### config.mk
export PLATFORM = sky130hd
export DESIGN_NAME = rr_onehot_request_arbiter
export DESIGN_NICKNAME = d
export VERILOG_FILES = /design/src/rtl/rr_onehot_request_arbiter_pkg.sv /design/src/rtl/rr_priority_pick.sv /design/src/rtl/rr_onehot_request_arbiter.sv
export SDC_FILE = /design/constraint.sdc
export NUM_CORES = 1
export LEC_CHECK = 0
export CORE_MARGIN = 10
export CORE_UTILIZATION = 55
export DETAILED_ROUTE_END_ITERATION = 10
export PLACE_DENSITY = 0.89
export SLEW_MARGIN = 20
export SYNTH_ARGS = -nofsm -noshare
export SYNTH_HDL_FRONTEND = slang
export SYNTH_SLANG_ARGS = --single-unit
export TNS_END_PERCENT = 5
### constraint.sdc
create_clock -name clk -period 7.05 [get_ports clk]
set_input_delay 1.41 -clock clk [delete_from_list [all_inputs] [get_ports clk]]
set_output_delay 1.41 -clock clk [all_outputs]
set_load 0.005 [all_outputs]
### src/rtl/rr_onehot_request_arbiter_pkg.sv
`default_nettype none
// ---------------------------------------------------------------------------
// arb_pkg : shared arbiter types, limits and one-hot index helper
// Rev 1.0
// ---------------------------------------------------------------------------
package arb_pkg;

  localparam int ARB_N_MAX     = 16;
  localparam int ARB_IDX_W_MAX = $clog2(ARB_N_MAX);

  typedef enum logic [0:0] {
    ARB_IDLE  = 1'b0,
    ARB_GRANT = 1'b1
  } arb_state_e;

  // OR-reduction encode; only meaningful for one-hot or all-zero input.
  function automatic logic [ARB_IDX_W_MAX-1:0] onehot_to_idx(input logic [ARB_N_MAX-1:0] oh);
    logic [ARB_IDX_W_MAX-1:0] idx;
    idx = '0;
    for (int i = 0; i < ARB_N_MAX; i++) begin
      if (oh[i]) idx = idx | ARB_IDX_W_MAX'(i);
    end
    return idx;
  endfunction

endpackage
`default_nettype wire

### src/rtl/rr_priority_pick.sv
`default_nettype none
// ---------------------------------------------------------------------------
// rr_priority_pick : rotating find-first-set over (req & mask) starting at ptr
// Rev 1.0
// ---------------------------------------------------------------------------
module rr_priority_pick #(
  parameter int N     = 16,
  parameter int IDX_W = $clog2(N)
) (
  input  logic [N-1:0]     req_i,
  input  logic [IDX_W-1:0] ptr_i,
  input  logic [N-1:0]     mask_i,
  output logic [N-1:0]     winner_onehot_o,
  output logic [IDX_W-1:0] winner_idx_o,
  output logic             any_o
);

  logic [N-1:0]   masked;
  logic [2*N-1:0] dbl;
  logic           found;

  // Duplicating the vector turns the wrap-around search into a linear one
  // over positions ptr .. ptr+N-1.
  always_comb begin
    masked       = req_i & mask_i;
    dbl          = {masked, masked};
    found        = 1'b0;
    winner_idx_o = '0;
    for (int i = 0; i < 2*N; i++) begin
      if (!found && dbl[i] && (i >= int'(ptr_i))) begin
        found        = 1'b1;
        winner_idx_o = (i >= N) ? IDX_W'(i - N) : IDX_W'(i);
      end
    end
    any_o           = |masked;
    winner_onehot_o = any_o ? (N'(1) << winner_idx_o) : '0;
  end

endmodule
`default_nettype wire

### src/rtl/rr_onehot_request_arbiter.sv
`default_nettype none
// ---------------------------------------------------------------------------
// rr_onehot_request_arbiter : round-robin one-hot grant with ack and watchdog
// Rev 1.0
// ---------------------------------------------------------------------------
module rr_onehot_request_arbiter
  import arb_pkg::*;
#(
  parameter int N       = 16,
  parameter int TIMEOUT = 255,
  parameter int TW      = 8
) (
  input  logic         clk,
  input  logic         rst_n,
  input  logic [N-1:0] req,
  output logic [N-1:0] grant_onehot,
  output logic         grant_valid,
  input  logic         grant_ack,
  output logic         timeout_pulse
);

  localparam int            IDX_W   = $clog2(N);
  localparam bit            WD_EN   = (TIMEOUT != 0);
  localparam logic [TW-1:0] TO_LAST = (TIMEOUT == 0) ? '0 : TW'(TIMEOUT - 1);

  arb_state_e       state_q, state_d;
  logic [IDX_W-1:0] ptr_q, ptr_d;
  logic [N-1:0]     grant_q, grant_d;
  logic             valid_q, valid_d;
  logic             pulse_q, pulse_d;
  logic [TW-1:0]    cnt_q, cnt_d;

  logic [IDX_W-1:0] gidx, ptr_next, pick_ptr, win_idx;
  logic [N-1:0]     pick_mask, win_oh;
  logic             win_any;

  assign gidx     = IDX_W'(onehot_to_idx(ARB_N_MAX'(grant_q)));
  assign ptr_next = (gidx == IDX_W'(N - 1)) ? '0 : gidx + IDX_W'(1);

  rr_priority_pick #(
    .N     (N),
    .IDX_W (IDX_W)
  ) u_pick (
    .req_i           (req),
    .ptr_i           (pick_ptr),
    .mask_i          (pick_mask),
    .winner_onehot_o (win_oh),
    .winner_idx_o    (win_idx),
    .any_o           (win_any)
  );

  always_comb begin
    state_d   = state_q;
    ptr_d     = ptr_q;
    grant_d   = grant_q;
    valid_d   = valid_q;
    pulse_d   = 1'b0;
    cnt_d     = cnt_q;
    pick_ptr  = ptr_q;
    pick_mask = '1;
    case (state_q)
      ARB_IDLE: begin
        grant_d = win_oh;
        valid_d = win_any;
        cnt_d   = '0;
        if (win_any) state_d = ARB_GRANT;
      end
      ARB_GRANT: begin
        // The served requester is excluded from the back-to-back pick; if it
        // is the only one left it is picked up again from IDLE.
        pick_ptr  = ptr_next;
        pick_mask = ~grant_q;
        if (grant_ack) begin
          ptr_d   = ptr_next;
          cnt_d   = '0;
          grant_d = win_oh;
          valid_d = win_any;
          if (!win_any) state_d = ARB_IDLE;
        end else if (WD_EN && (cnt_q == TO_LAST)) begin
          ptr_d   = ptr_next;
          cnt_d   = '0;
          grant_d = '0;
          valid_d = 1'b0;
          pulse_d = 1'b1;
          state_d = ARB_IDLE;
        end else if (cnt_q != '1) begin
          cnt_d = cnt_q + TW'(1);
        end
      end
      default: begin
        state_d = ARB_IDLE;
        grant_d = '0;
        valid_d = 1'b0;
      end
    endcase
  end

  always_ff @(posedge clk or negedge rst_n) begin
    if (!rst_n) begin
      state_q <= ARB_IDLE;
      ptr_q   <= '0;
      grant_q <= '0;
      valid_q <= 1'b0;
      pulse_q <= 1'b0;
      cnt_q   <= '0;
    end else begin
      state_q <= state_d;
      ptr_q   <= ptr_d;
      grant_q <= grant_d;
      valid_q <= valid_d;
      pulse_q <= pulse_d;
      cnt_q   <= cnt_d;
    end
  end

  assign grant_onehot  = grant_q;
  assign grant_valid   = valid_q;
  assign timeout_pulse = pulse_q;

endmodule
`default_nettype wire

==> summary.md <==
| Metric | Value |
|---|---|
| Maximum clock insertion buffer count | `2` |
| Root Buffer | `clkbuf_8` |
| #FFs+latches synth | `31` |
| N_diodes | `0` |
| Ys flop type | `dfrtp_1` |
| Height of the die | `88.14 um` |
| Ports | `37` |
| Clock slew at reported path FFs | `60 ps` |
| Leakage | `1.239 nW` |
| Hold crit path type | `flop to flop` |
| Synth top area cells | `dfrtp_1 30%, nand2_1 5.9%, a21boi_0 3.8%` |
| Cts bufs inserted | `5` |
| Sw Share | `0.5479` |
| Final Max Tran Viols | `0` |
| DRC | `0` |
| Fmax | `212.9 MHz` |
| Cell row count | `24` |
| Crit path capture type | `flop` |
| CTS tree | `done` |
| CP arrival | `4860 ps` |
| Area grow syn2layout | `19.30%` |
| Final core utilization | `0.6902` |
| Post-Syn Instances | `309` |
| CP max-delay cell | `o211ai_1` |
| All-layer global routing usage | `0.2130` |
| Fin. Hold Viols | `0` |
| Worst slew margin | `0.3159` |
| Routability Congestion | `0.9859` |
| Worst vdd ir | `0.3837 mV` |
| Net Switching | `0.0009685 W` |
| Detail Route Antenna Nets | `0` |
| Initial antenna violation count | `0` |
| Initial DRT Pass Iterations | `6` |
| Clock skew | `8.875 ps` |
| Gate power share | `0.755` |
| Setup crit start kind | `flop` |
| Worst Path Max Fanout | `11` |
| Most common cell in the netlist | `nand2_1` |
| # nets final | `364` |
| Final setup fails | `0` |
| Die area | `0.007769 mm^2` |
| Core area | `0.004414 mm^2` |
| Via count | `2,770` |
| Syn Nets | `331` |
| Fillcell total | `358` |
| Synthesized cell area | `0.002554 mm^2` |
| Sum Neg Setup Slack | `0 ps` |
| CP cell instances | `or4_1 -> or3_1 -> ha_1 -> o31ai_2 -> o21ai_0 -> o211ai_1 -> a21boi_0 -> o21a_1 -> o41ai_2 -> nand3_1 -> o31ai_1` |
| Share of the synthesized area in the top cell type | `0.3038` |
| CP Class | `flop to flop` |
| CTS-repair resized insts | `0` |
| Port bufs | `36` |
| DRT Wirelength | `8.267 mm` |
| Slew of the pin with the lowest slew margin | `1022 ps` |
| Detail Placement HPWL | `6.293 mm` |
| Multi-input gate area | `0.001667 mm^2` |
| Skew-Pair Late Insertion Delay | `280 ps` |
| Clock share of power | `0.086` |
| Sequential share of the synthesized area | `0.3038` |
| Max Cap Viol | `0` |
| Largest stage delay, worst path | `850 ps` |
| DRT iter0 DRCs | `309` |
| Sequential share of power | `0.160` |
| Most instantiated cells after synthesis | `40 x nand2_1, 31 x dfrtp_1, 19 x nor2_1, 15 x inv_1` |
| Mean Syn Cell Area | `8.264 um^2` |
| Initial core utilization | `0.5785` |
| H-tree lvl count | `2` |
| Unique masters post-synth | `65` |
| Sequential Area | `775.7 um^2` |
| Vias in the first global route | `2,615` |
| Fin crit share | `0.6662` |
| Synth area leader | `dfrtp_1` |
| Global-route wire length before repair | `13.34 mm` |
| Layout cells sized above 1 | `0.08746` |
| Gr ovfl total | `0` |
| Total chip power | `0.001768 W` |
| Clock sinks | `31` |
| Pint | `0.0007991 W` |
| Pin count of the biggest net entering global routing | `40` |
| PD cells | `580.2 mW/mm^2` |
| WP data required | `7210 ps` |
| RSZ-0062 raised after global routing | `false` |
| Die width | `88.14 um` |
| Post-synth EDFFs | `0` |
| Final min period | `4697 ps` |
| WL/cell | `20.93 um` |
| Number of buffers added for setup after CTS | `0` |
| Status | `complete, no violations` |
| Hold_buf cts | `0` |
| YS warnings | `0` |
| Vias per inst | `7.013` |
| Ys async rst share | `1.000` |
[final timing paths]
| check | from | cells past startpoint | to | slack [ps] |
|---|---|---|---|---|
| min | grant_valid$_DFFE_PN0P_ | 2 | grant_valid$_DFFE_PN0P_ | 480 |
| max in group asynchronous | rst_n | 2 | grant_onehot[15]$_DFFE_PN0P_ | 5260 |
| max reg2reg | grant_onehot[7]$_DFFE_PN0P_ | 11 | grant_onehot[4]$_DFFE_PN0P_ | 2350 |
| min in group asynchronous | rst_n | 2 | timeout_pulse$_DFF_PN0_ | 1510 |
| min reg2reg | grant_valid$_DFFE_PN0P_ | 2 | grant_valid$_DFFE_PN0P_ | 480 |
| max | grant_onehot[7]$_DFFE_PN0P_ | 11 | grant_onehot[4]$_DFFE_PN0P_ | 2350 |
[critical path, delay by kind of cell (launching register included)]
| kind | cells | cell delay [ps] |
|---|---|---|
| flip-flops | 1 | 450 |
| adder cells (fa/ha/maj) | 1 | 310 |
| AO/OA/AOI/OAI | 7 | 2630 |
| AND/OR/NAND/NOR | 3 | 1220 |
[cell families (layout without fill, tap and decap cells)]
group | Yosys count | after routing | synth area share
AO/OA/AOI/OAI | 110 | 110 | 0.3474
XOR/XNOR | 5 | 5 | 0.01715
adder cells (fa/ha/maj) | 3 | 3 | 0.01470
buffers and inverters | 28 | 62 | 0.04360
flip-flops | 31 | 31 | 0.3038
multiplexers | 3 | 3 | 0.01274
AND/OR/NAND/NOR | 129 | 129 | 0.2607
[routing by layer]
layer  global-route usage  vias up  share of wire
met4              0.09986        0          0.040
li1                     -     1249              -
met1               0.2677     1304           0.40
met5                    0        -              0
met3              0.05478       39           0.10
met2               0.3333      178           0.45
[layout by cell type, fill, tap and decap left out, types with 4 or more instances in the layout]
cell / n
a21boi_0: 13
nand2b_1: 11
o21ai_1: 6
o21ai_0: 9
nand4_1: 4
nor2_1: 19
or4_1: 4
a32o_1: 4
nor3_1: 9
clkdlybuf4s50_1: 36
or3_1: 5
o22ai_1: 4
a22o_1: 4
a211oi_1: 4
nor4_1: 5
nand2_1: 40
xor2_1: 4
o31ai_1: 7
dfrtp_1: 31
clkbuf_8: 7
nand3_1: 13
inv_1: 15
o221ai_1: 7
a21oi_1: 12
[metrics by stage]
| stage | cell area, um^2 | worst slack [ps] | cells | hold slack [ps] |
|---|---|---|---|---|
| floorplan | 2554 | 3181 | 309 | 463.6 |
| global placement | 2947 | 2673 | 387 | 472.1 |
| detailed placement | 2947 | 2552 | 387 | 471.8 |
| CTS | 3047 | 2446 | 395 | 485.3 |
| global route | 3047 | 2144 | 395 | 524.0 |
| finish | 3047 | 2353 | 395 | 484.1 |
[power by group through the flow]
stage	Clock (W)	Sequential (W)	Combinational [W]
floorplan	0	0.000256	0.00100
global placement	0	0.000280	0.00128
detailed placement	0	0.000281	0.00128
CTS	0.000155	0.000279	0.00129
global route	0.000161	0.000287	0.00144
finish	0.000152	0.000282	0.00133
[registers in the layout, summed over array words and instances, names as in the netlist]
name / count
grant_onehot: 16
cnt_q: 8
ptr_q: 4
grant_valid: 1
state_q: 1
timeout_pulse: 1
[cell type report]
cell class,instances,area share
clock buffers,8,0.03285
inverters,15,0.01848
multi-input cells,250,0.5470
flip-flops and latches,31,0.2546
well taps,52,0.02136
repair buffers,39,0.1257
Power figures use the tool's default switching activity.
